===== src/rtl/scan_pkg.sv =====
// scan_pkg: state encoding and external row/col counter command codes for the pixel scan sequencer
package scan_pkg;

    typedef enum logic [3:0] {
        S_IDLE,
        S_CLR,
        S_ROW_SEL,
        S_ROW_RST,
        S_INTEG,
        S_COL_SEL,
        S_SETTLE,
        S_KEY,
        S_WAIT_ADC,
        S_WRITE,
        S_DONE
    } state_t;

    localparam logic [4:0] CNT_CLR  = 5'b10000;
    localparam logic [4:0] CNT_INC  = 5'b01000;
    localparam logic [4:0] CNT_HOLD = 5'b00000;

    localparam logic [11:0] ADC_TIMEOUT_DATA = 12'hFFF;

endpackage


===== src/rtl/scan_timer.sv =====
// scan_timer: 8-bit loadable down-counter that stops at zero
//   clk, rst   clock, async active-high reset
//   en         clock enable; count and load happen only when high
//   load       load load_val this cycle (takes priority over counting)
//   load_val   value loaded
//   zero       count is zero
module scan_timer (
    input  logic       clk,
    input  logic       rst,
    input  logic       en,
    input  logic       load,
    input  logic [7:0] load_val,
    output logic       zero
);

    logic [7:0] cnt;

    always_ff @(posedge clk or posedge rst) begin
        if (rst)
            cnt <= '0;
        else if (en)
            cnt <= load ? load_val : (cnt != 8'd0 ? cnt - 8'd1 : cnt);
    end

    assign zero = cnt == 8'd0;

endmodule


===== src/rtl/pixel_scan_ctrl.sv =====
// pixel_scan_ctrl: row/column scan sequencer for the pixel matrix, writes one ADC sample per pixel to RAM
//   clk, rst          clock, async active-high reset
//   en                clock enable; everything frozen when low
//   i_go              scan runs only while high
//   i_adc_valid/data  1-cycle sample strobe and 12-bit sample
//   o_row/col_control external counter commands {clear, increment, 3'b0}
//   o_row/col_reg_*   row/col shift-register serial data and shift strobe
//   o_row_rst         pixel row reset
//   o_key_wren        conversion start strobe
//   o_ram_wren/data   sample write to RAM
//   o_scan_end        1-cycle pulse at scan completion
//   o_adc_err         sticky conversion timeout flag, cleared by the next scan start
module pixel_scan_ctrl
    import scan_pkg::*;
#(
    parameter int N_ROWS   = 16,
    parameter int N_COLS   = 16,
    parameter int T_RST    = 4,
    parameter int T_INT    = 64,
    parameter int T_SETTLE = 2,
    parameter int T_ADC_TO = 255
) (
    input  logic        clk,
    input  logic        rst,
    input  logic        en,
    input  logic        i_go,
    input  logic        i_adc_valid,
    input  logic [11:0] i_adc_data,
    output logic [4:0]  o_row_control,
    output logic [4:0]  o_col_control,
    output logic        o_row_reg_data,
    output logic        o_row_reg_write,
    output logic        o_col_reg_data,
    output logic        o_col_reg_write,
    output logic        o_row_rst,
    output logic        o_key_wren,
    output logic        o_ram_wren,
    output logic [11:0] o_ram_data,
    output logic        o_scan_end,
    output logic        o_adc_err
);

    // Timers are loaded with T-1 on state entry so the state lasts exactly T cycles
    localparam logic [7:0] RST_LD = 8'(T_RST - 1);
    localparam logic [7:0] INT_LD = 8'(T_INT - 1);
    localparam logic [7:0] SET_LD = 8'(T_SETTLE - 1);
    localparam logic [7:0] ADC_LD = 8'(T_ADC_TO - 1);

    state_t      state, nxt;
    logic [3:0]  row_idx, col_idx, n_row_idx, n_col_idx;
    logic        ld, tz, wr, last_col, last_row;
    logic [7:0]  ld_val;

    scan_timer u_timer (
        .clk      (clk),
        .rst      (rst),
        .en       (en),
        .load     (ld),
        .load_val (ld_val),
        .zero     (tz)
    );

    assign last_col = col_idx == 4'(N_COLS - 1);
    assign last_row = row_idx == 4'(N_ROWS - 1);
    assign wr       = nxt == S_WRITE;

    always_comb begin
        nxt       = state;
        ld        = 1'b0;
        ld_val    = '0;
        n_row_idx = row_idx;
        n_col_idx = col_idx;
        case (state)
            S_IDLE:     nxt = i_go ? S_CLR : S_IDLE;
            S_CLR: begin
                nxt       = S_ROW_SEL;
                n_row_idx = '0;
                n_col_idx = '0;
            end
            S_ROW_SEL: begin
                nxt    = S_ROW_RST;
                ld     = 1'b1;
                ld_val = RST_LD;
            end
            S_ROW_RST: begin
                nxt    = tz ? S_INTEG : S_ROW_RST;
                ld     = tz;
                ld_val = INT_LD;
            end
            S_INTEG:    nxt = tz ? S_COL_SEL : S_INTEG;
            S_COL_SEL: begin
                nxt    = S_SETTLE;
                ld     = 1'b1;
                ld_val = SET_LD;
            end
            S_SETTLE:   nxt = tz ? S_KEY : S_SETTLE;
            S_KEY: begin
                nxt    = S_WAIT_ADC;
                ld     = 1'b1;
                ld_val = ADC_LD;
            end
            S_WAIT_ADC: nxt = (i_adc_valid || tz) ? S_WRITE : S_WAIT_ADC;
            S_WRITE: begin
                nxt       = last_col ? (last_row ? S_DONE : S_ROW_SEL) : S_COL_SEL;
                n_col_idx = last_col ? 4'd0 : col_idx + 4'd1;
                n_row_idx = (last_col && !last_row) ? row_idx + 4'd1 : row_idx;
            end
            S_DONE:     nxt = S_IDLE;
            default:    nxt = S_IDLE;
        endcase
        if (state != S_IDLE && !i_go)
            nxt = S_IDLE;
    end

    // Outputs are registered from the next state so each one is high exactly while in its state
    always_ff @(posedge clk or posedge rst) begin
        if (rst) begin
            state           <= S_IDLE;
            row_idx         <= '0;
            col_idx         <= '0;
            o_row_control   <= CNT_HOLD;
            o_col_control   <= CNT_HOLD;
            o_row_reg_data  <= 1'b0;
            o_row_reg_write <= 1'b0;
            o_col_reg_data  <= 1'b0;
            o_col_reg_write <= 1'b0;
            o_row_rst       <= 1'b0;
            o_key_wren      <= 1'b0;
            o_ram_wren      <= 1'b0;
            o_ram_data      <= '0;
            o_scan_end      <= 1'b0;
            o_adc_err       <= 1'b0;
        end else if (en) begin
            state           <= nxt;
            row_idx         <= n_row_idx;
            col_idx         <= n_col_idx;
            o_row_control   <= nxt == S_CLR ? CNT_CLR : (wr && last_col && !last_row) ? CNT_INC : CNT_HOLD;
            o_col_control   <= nxt == S_CLR ? CNT_CLR :
                               wr ? (!last_col ? CNT_INC : (last_row ? CNT_HOLD : CNT_CLR)) : CNT_HOLD;
            // Walking one: only the first select after CLR/INTEG carries a 1
            o_row_reg_data  <= nxt == S_ROW_SEL && state == S_CLR;
            o_row_reg_write <= nxt == S_ROW_SEL;
            o_col_reg_data  <= nxt == S_COL_SEL && state == S_INTEG;
            o_col_reg_write <= nxt == S_COL_SEL;
            o_row_rst       <= nxt == S_ROW_RST;
            o_key_wren      <= nxt == S_KEY;
            o_ram_wren      <= wr;
            o_ram_data      <= wr ? (i_adc_valid ? i_adc_data : ADC_TIMEOUT_DATA) : 12'd0;
            o_scan_end      <= nxt == S_DONE;
            o_adc_err       <= nxt == S_CLR ? 1'b0 : (wr && !i_adc_valid) ? 1'b1 : o_adc_err;
        end
    end

endmodule


===== config.mk =====
export PLATFORM = sky130hd
export DESIGN_NAME = pixel_scan_ctrl
export DESIGN_NICKNAME = d
export VERILOG_FILES = /design/src/rtl/scan_pkg.sv /design/src/rtl/scan_timer.sv /design/src/rtl/pixel_scan_ctrl.sv
export SDC_FILE = /design/constraint.sdc
export NUM_CORES = 1
export LEC_CHECK = 0
export CAP_MARGIN = 5
export CORE_MARGIN = 3
export CORE_UTILIZATION = 52
export DETAILED_ROUTE_END_ITERATION = 8
export PLACE_DENSITY_LB_ADDON = 0.2
export RECOVER_POWER = 100
export SYNTH_ARGS = -nofsm -noshare
export SYNTH_HDL_FRONTEND = slang
export SYNTH_SLANG_ARGS = --single-unit

===== constraint.sdc =====
create_clock -name clk -period 2.6 [get_ports clk]
set_input_delay 0.78 -clock clk [delete_from_list [all_inputs] [get_ports clk]]
set_output_delay 0.78 -clock clk [all_outputs]
set_load 0.02 [all_outputs]

# After elaboration in Yosys (flattened, before gate mapping)

Cells that the tools add are included.

$add $sub $neg: 3
Equal/unequal tests: 19
Mux-type cells: 27
Reductions and logical operators: 23

Operators with widths:

| kind                | count |
|---|---|
| $pmux 4 s10         | 1 |
| $pmux 8 s4          | 1 |
| $mux 5              | 5 |
| $eq 4x3->1 const B  | 6 |
| $eq 4x4->1 const B  | 6 |
| $mux 12             | 2 |
| $mux 4              | 6 |
| $eq 4x2->1 const B  | 4 |
| $mux 8              | 2 |
| $pmux 4 s2          | 2 |
| $add 4x1->4 const B | 2 |
| $eq 4x1->1 const B  | 2 |
| $logic_not 8->1     | 1 |
| $reduce_bool 8->1   | 1 |
| $sub 8x1->8 const B | 1 |
| $logic_and 1x1->1   | 7 |
| $mux 1              | 6 |
| $reduce_and 2->1    | 3 |
| $reduce_bool 2->1   | 3 |
| $logic_not 4->1     | 1 |
| $reduce_bool 4->1   | 1 |
| $logic_not 1->1     | 3 |
| $mux 3              | 1 |
| $reduce_and 3->1    | 1 |
| 4 further kinds     | 4 |

Register bits after elaboration: 51
Output and inout bits: 31
Word-level logic and storage cells: 88

# Longest topological paths before layout

Word-level depth: 10
Mapped depth: 10
Depth with buffers taken out: 7

# Cells and area by module

Synthesis repeated with hierarchy kept, for this count alone.

Cells, all modules: 267
Area total of the unflattened synthesis: 2541.2 um2

Modules (own cells, without submodules):

| module          | instances | cells each | area an instance (um2) | seq. area each (um2) |
|---|---|---|---|---|
| pixel_scan_ctrl | 1         | 203        | 1964.4                 | 925.9 |
| scan_timer      | 1         | 64         | 576.8                  | 200.2 |

# Least setup slack after synthesis

OpenSTA, ideal clock, no wires.

Kind: flip-flop to flip-flop
Start: register u_timer.cnt[0]
End: register o_row_control[3]
Arrival time: 2.313 ns
Data required time: 2.525 ns
Slack: 0.212 ns
Stages on the path, launching flop included: 11
Path buffers: 3
Clock period less this slack: 2.388 ns
Cell sequence: dfrtp_1 -> inv_1 -> ha_1 -> or3b_1 -> clkbuf_1 -> a211oi_1 -> o211ai_1 -> or3b_1 -> buf_6 -> buf_6 -> o2bb2ai_2

Longest elaborated chain between the ends: 10

RTL lines:

| what                           | line                   | text |
|---|---|---|
| start, declared                | scan_timer.sv:16       | `logic [7:0] cnt;` |
| start signal, assigned         | scan_timer.sv:22       | `cnt <= load ? load_val : (cnt != 8'd0 ? cnt - 8'd1 : cnt);` |
| $logic_not 8->1 *              | scan_timer.sv:25       | `assign zero = cnt == 8'd0;` |
| $logic_or 1x1->1               | pixel_scan_ctrl.sv:102 | `S_WAIT_ADC: nxt = (i_adc_valid \|\| tz) ? S_WRITE : S_WAIT_ADC;` |
| $mux 1                         | pixel_scan_ctrl.sv:102 |  |
| $pmux 4 s10 *                  | pixel_scan_ctrl.sv:73  | `case (state)` |
| $mux 4 *                       | pixel_scan_ctrl.sv:111 | `if (state != S_IDLE && !i_go)` |
| $eq 4x4->1                     | pixel_scan_ctrl.sv:65  | `assign wr = nxt == S_WRITE;` |
| $logic_and 1x1->1 (2 in a row) | pixel_scan_ctrl.sv:137 | `o_row_control <= nxt == S_CLR ? CNT_CLR : (wr && last_col && !last_row) ? CNT_INC : CNT_HOLD;` |
| $mux 4                         | pixel_scan_ctrl.sv:137 |  |
| $mux 5 *                       | pixel_scan_ctrl.sv:137 |  |
| end signal, assigned           | pixel_scan_ctrl.sv:137 |  |
| end, declared                  | pixel_scan_ctrl.sv:29  | `output logic [4:0] o_row_control,` |

Mark *: on every way between the ends. The rest lies on a longest branch, timed or not.
A chain may end at the register's enable or synchronous reset.

# Worst setup path in the final report

Start: register u_timer.cnt[0]
End: register u_timer.cnt[2]

Longest elaborated chain between the ends: 4

RTL lines:

| what |
|---|
| parallel branches: the longest is 4 deep, another holds $sub 8x1->8 |

Parallel ways; which one is timed is not known. The select of a mux whose other input is x is not followed.

==> flow_summary_export.csv <==
group,metric,value,unit
status,outcome,"finished clean",
clock_network,cts_tree,"built",
synthesis,synth_area_leaders,"dfrtp_1 45%, o2bb2ai_2 5.4%, nor2b_1 3.5%",
worst_setup_path,r2r_cells,8,
grt,grt_pass1_vias,2008,
timing,period_minus_slack,2.47,ns
synthesis,avgSynthCellArea,10.2,um2
job,cap_violations,0,
power_and_ir_drop,p_leak,1.40,nW
worst_hold_path,holdPathStages,1,
worst_setup_path,critPathCaptureType,"flop",
route,drtIter0Drc,121,
clock_network,cts_buffer_depth,2,
route,avgRoutedWirePerCell,15.9,um
route,antenna_left,0,
worst_setup_path,critPathRequiredTime,2.79,ns
floorplanning,die_h,75.2,um
synthesis,yosysMostFrequentCell,"dfrtp_1",
synthesis,synth_edf_count,0,
timing,clock_skew,0.00859,ns
layout,area_growth,24.4,%
placement,dp_hpwl,3.94,mm
grt,grt_pass1_wl,9.52,mm
floorplanning,fp.dieW,75.2,um
worst_setup_path,cp.arrival,2.66,ns
clock_network,h-tree-depth,2,
synthesis,synth_top_area_frac,0.452,
timing,slew_headroom,0.256,
timing,setup_violations,0,
clock_network,clkSlewWorstSetupHoldPaths,0.09,ns
route,drc_errors,0,
synthesis,synth_area,2490,um2
grt,grt_overflow,0,
worst_hold_path,hold_path.class,"flop to flop",
layout,finalInstanceArea,3100,um2
timing,fin_crit_sh,0.950,
layout,final_layout_size_suffix_gt1_frac,0.127,
clock_network,clock_latency,0.30,ns
layout,fillers,363,
grt,antenna_found_initial,0,
floorplanning,core-area,4470,um2
route,via_per_inst,5.75,
route,totalWireLength,5.59,mm
timing,tns,0,ns
synthesis,async_flop_share,1.00,
layout,n_antenna_cell,0,
floorplanning,boundaryPins,48,
worst_setup_path,crit_path_max_fanout,7,
route,drt_pass1_iterations,5,
timing,fmaxAchievable,0.405,GHz
grt,grt_max_degree,46,
placement,dpl_cell_area,3040,um2
synthesis,ys_ff_latch,45,
route,num_vias,2019,
synthesis,synth.distinct_cells,56,
synthesis,syn-instance-count,243,
placement,dpl.cell_count,343,
timing,drv_slew,0,
worst_setup_path,crit_type,"flop to flop",
clock_network,root_buffer,"clkbuf_8",
placement,portBuffers,41,
timing,tightest_slew,1.12,ns
synthesis,synthFlopType,"dfrtp_1",
floorplanning,row_count,24,
floorplanning,start_util,0.556,
grt,groute.usage.overall,0.220,
layout,final_cells,351,
synthesis,yosys.area.top_type,"dfrtp_1",
layout,nets,318,
timing,rsz0062_at_grt,"false",
placement,routabilityCongestion,0.842,
power_and_ir_drop,powerDensity,762,nW/um2
clock_network,cts_setup_buffers,0,
worst_setup_path,start_kind,"flop",
synthesis,yosysSeqAreaShare,0.452,
synthesis,yosysWarnings,0,
power_and_ir_drop,ir_drop,0.000523,V
synthesis,synthTopCellsByCount,"45 x dfrtp_1, 17 x nand2_1, 15 x inv_1, 14 x nor2b_1",
timing,hold_viol,0,
clock_network,cts_sinks,45,
clock_network,cts-buffers-inserted,5,
floorplanning,die_area,5650,um2
==> final cells by class <==
| cell class | instances | area, um2 | share of cell area |
|---|---|---|---|
| well taps | 52 | 65.1 | 0.0210 |
| flip-flops and latches | 45 | 1130 | 0.364 |
| multi-input cells | 169 | 1180 | 0.382 |
| inverters | 15 | 56.3 | 0.0182 |
| clock buffers | 6 | 72.6 | 0.0234 |
| clock inverters | 2 | 38.8 | 0.0125 |
| repair buffers | 62 | 556 | 0.179 |
==> cell families after synthesis <==
group	count (synthesis)	synth area share
AO/OA/AOI/OAI	75	0.248
adder cells (fa/ha/maj)	3	0.0151
buffers and inverters	34	0.0673
flip-flops	45	0.452
multiplexers	7	0.0312
other	1	0.00151
AND/OR/NAND/NOR	78	0.184
==> timing repair <==
item                       CTS  global route
setup endpoints to repair    0             7
gates resized for setup      0             3
hold buffers                 0             0
==> per-stage QoR <==
step,util,hold WS (ns),setup slack (ns),power [mW]
finish,0.692,0.483,0.129,2.36
global route,0.692,0.513,0.00530,2.51
CTS,0.705,0.492,0.101,2.41
detailed placement,0.680,0.473,-0.0548,1.87
global placement,0.680,0.469,0.0342,1.84
floorplan,-,0.447,0.212,1.53
==> path summary, 6_finish.rpt <==
kind | slack [ns] | endpoint | startpoint
setup reg to reg | 0.13 | u_timer.cnt[2] | u_timer.cnt[0]
max in group asynchronous | 0.66 | state[3] | rst
hold / removal | 0.48 | o_ram_data[5] | o_ram_data[5]
min in group asynchronous | 1.26 | o_ram_data[4] | rst
setup / recovery | 0.13 | u_timer.cnt[2] | u_timer.cnt[0]
hold reg to reg | 0.48 | o_ram_data[5] | o_ram_data[5]
==> per-layer routing <==
metal | GRT usage | vias to the layer above | wire length (um)
li1 | - | 989 | -
met1 | 0.310 | 980 | 2680
met2 | 0.341 | 45 | 2620
met3 | 0.0467 | 5 | 214
met4 | 0.0680 | 0 | 69
met5 | 0 | - | 0
==> cell usage in the layout (no fill, tap or decap), types with 2 or more instances in the layout <==
cell type,n
nor2_1,8
a21o_1,5
nand3_1,5
a211oi_1,2
nor3_1,5
a21oi_1,11
o32ai_1,2
nand2b_1,5
clkbuf_1,7
o21ai_0,11
buf_4,13
or3b_1,2
mux2_2,6
dfrtp_1,45
nand2_1,17
or3_1,2
clkbuf_8,5
conb_1,6
nor3b_1,3
clkdlybuf4s50_1,15
nand3b_1,3
a31oi_1,2
inv_1,14
o2bb2ai_1,18
nor2b_1,14
o22ai_1,5
dlygate4sd3_1,26
o22a_1,3
o211ai_1,2
ha_1,3
nor4_1,2
==> where the power goes <==
group          internal, mW  switching, mW
clock network         0.289          0.243
registers             0.809          0.107
logic                 0.421          0.491
==> sequential cells by signal, summed over array words and instances (netlist names) <==
signal / count
o_col_control: 2
o_row_rst: 1
state: 4
row_idx: 4
o_adc_err: 1
o_row_control: 2
o_row_reg_data: 1
o_key_wren: 1
col_idx: 4
o_col_reg_data: 1
u_timer.cnt: 8
o_ram_wren: 1
o_ram_data: 12
o_row_reg_write: 1
o_scan_end: 1
o_col_reg_write: 1
==> critical path: stages (launching register included) <==
cell and delay, ns:
dfrtp_1 0.41, inv_1 0.06, ha_1 0.22, or3b_1 0.29
buf_4 0.18, o21ai_0 0.08, a21oi_1 0.52, mux2_2 0.40
o22a_1 0.20
(Power assumes the default switching activity.)
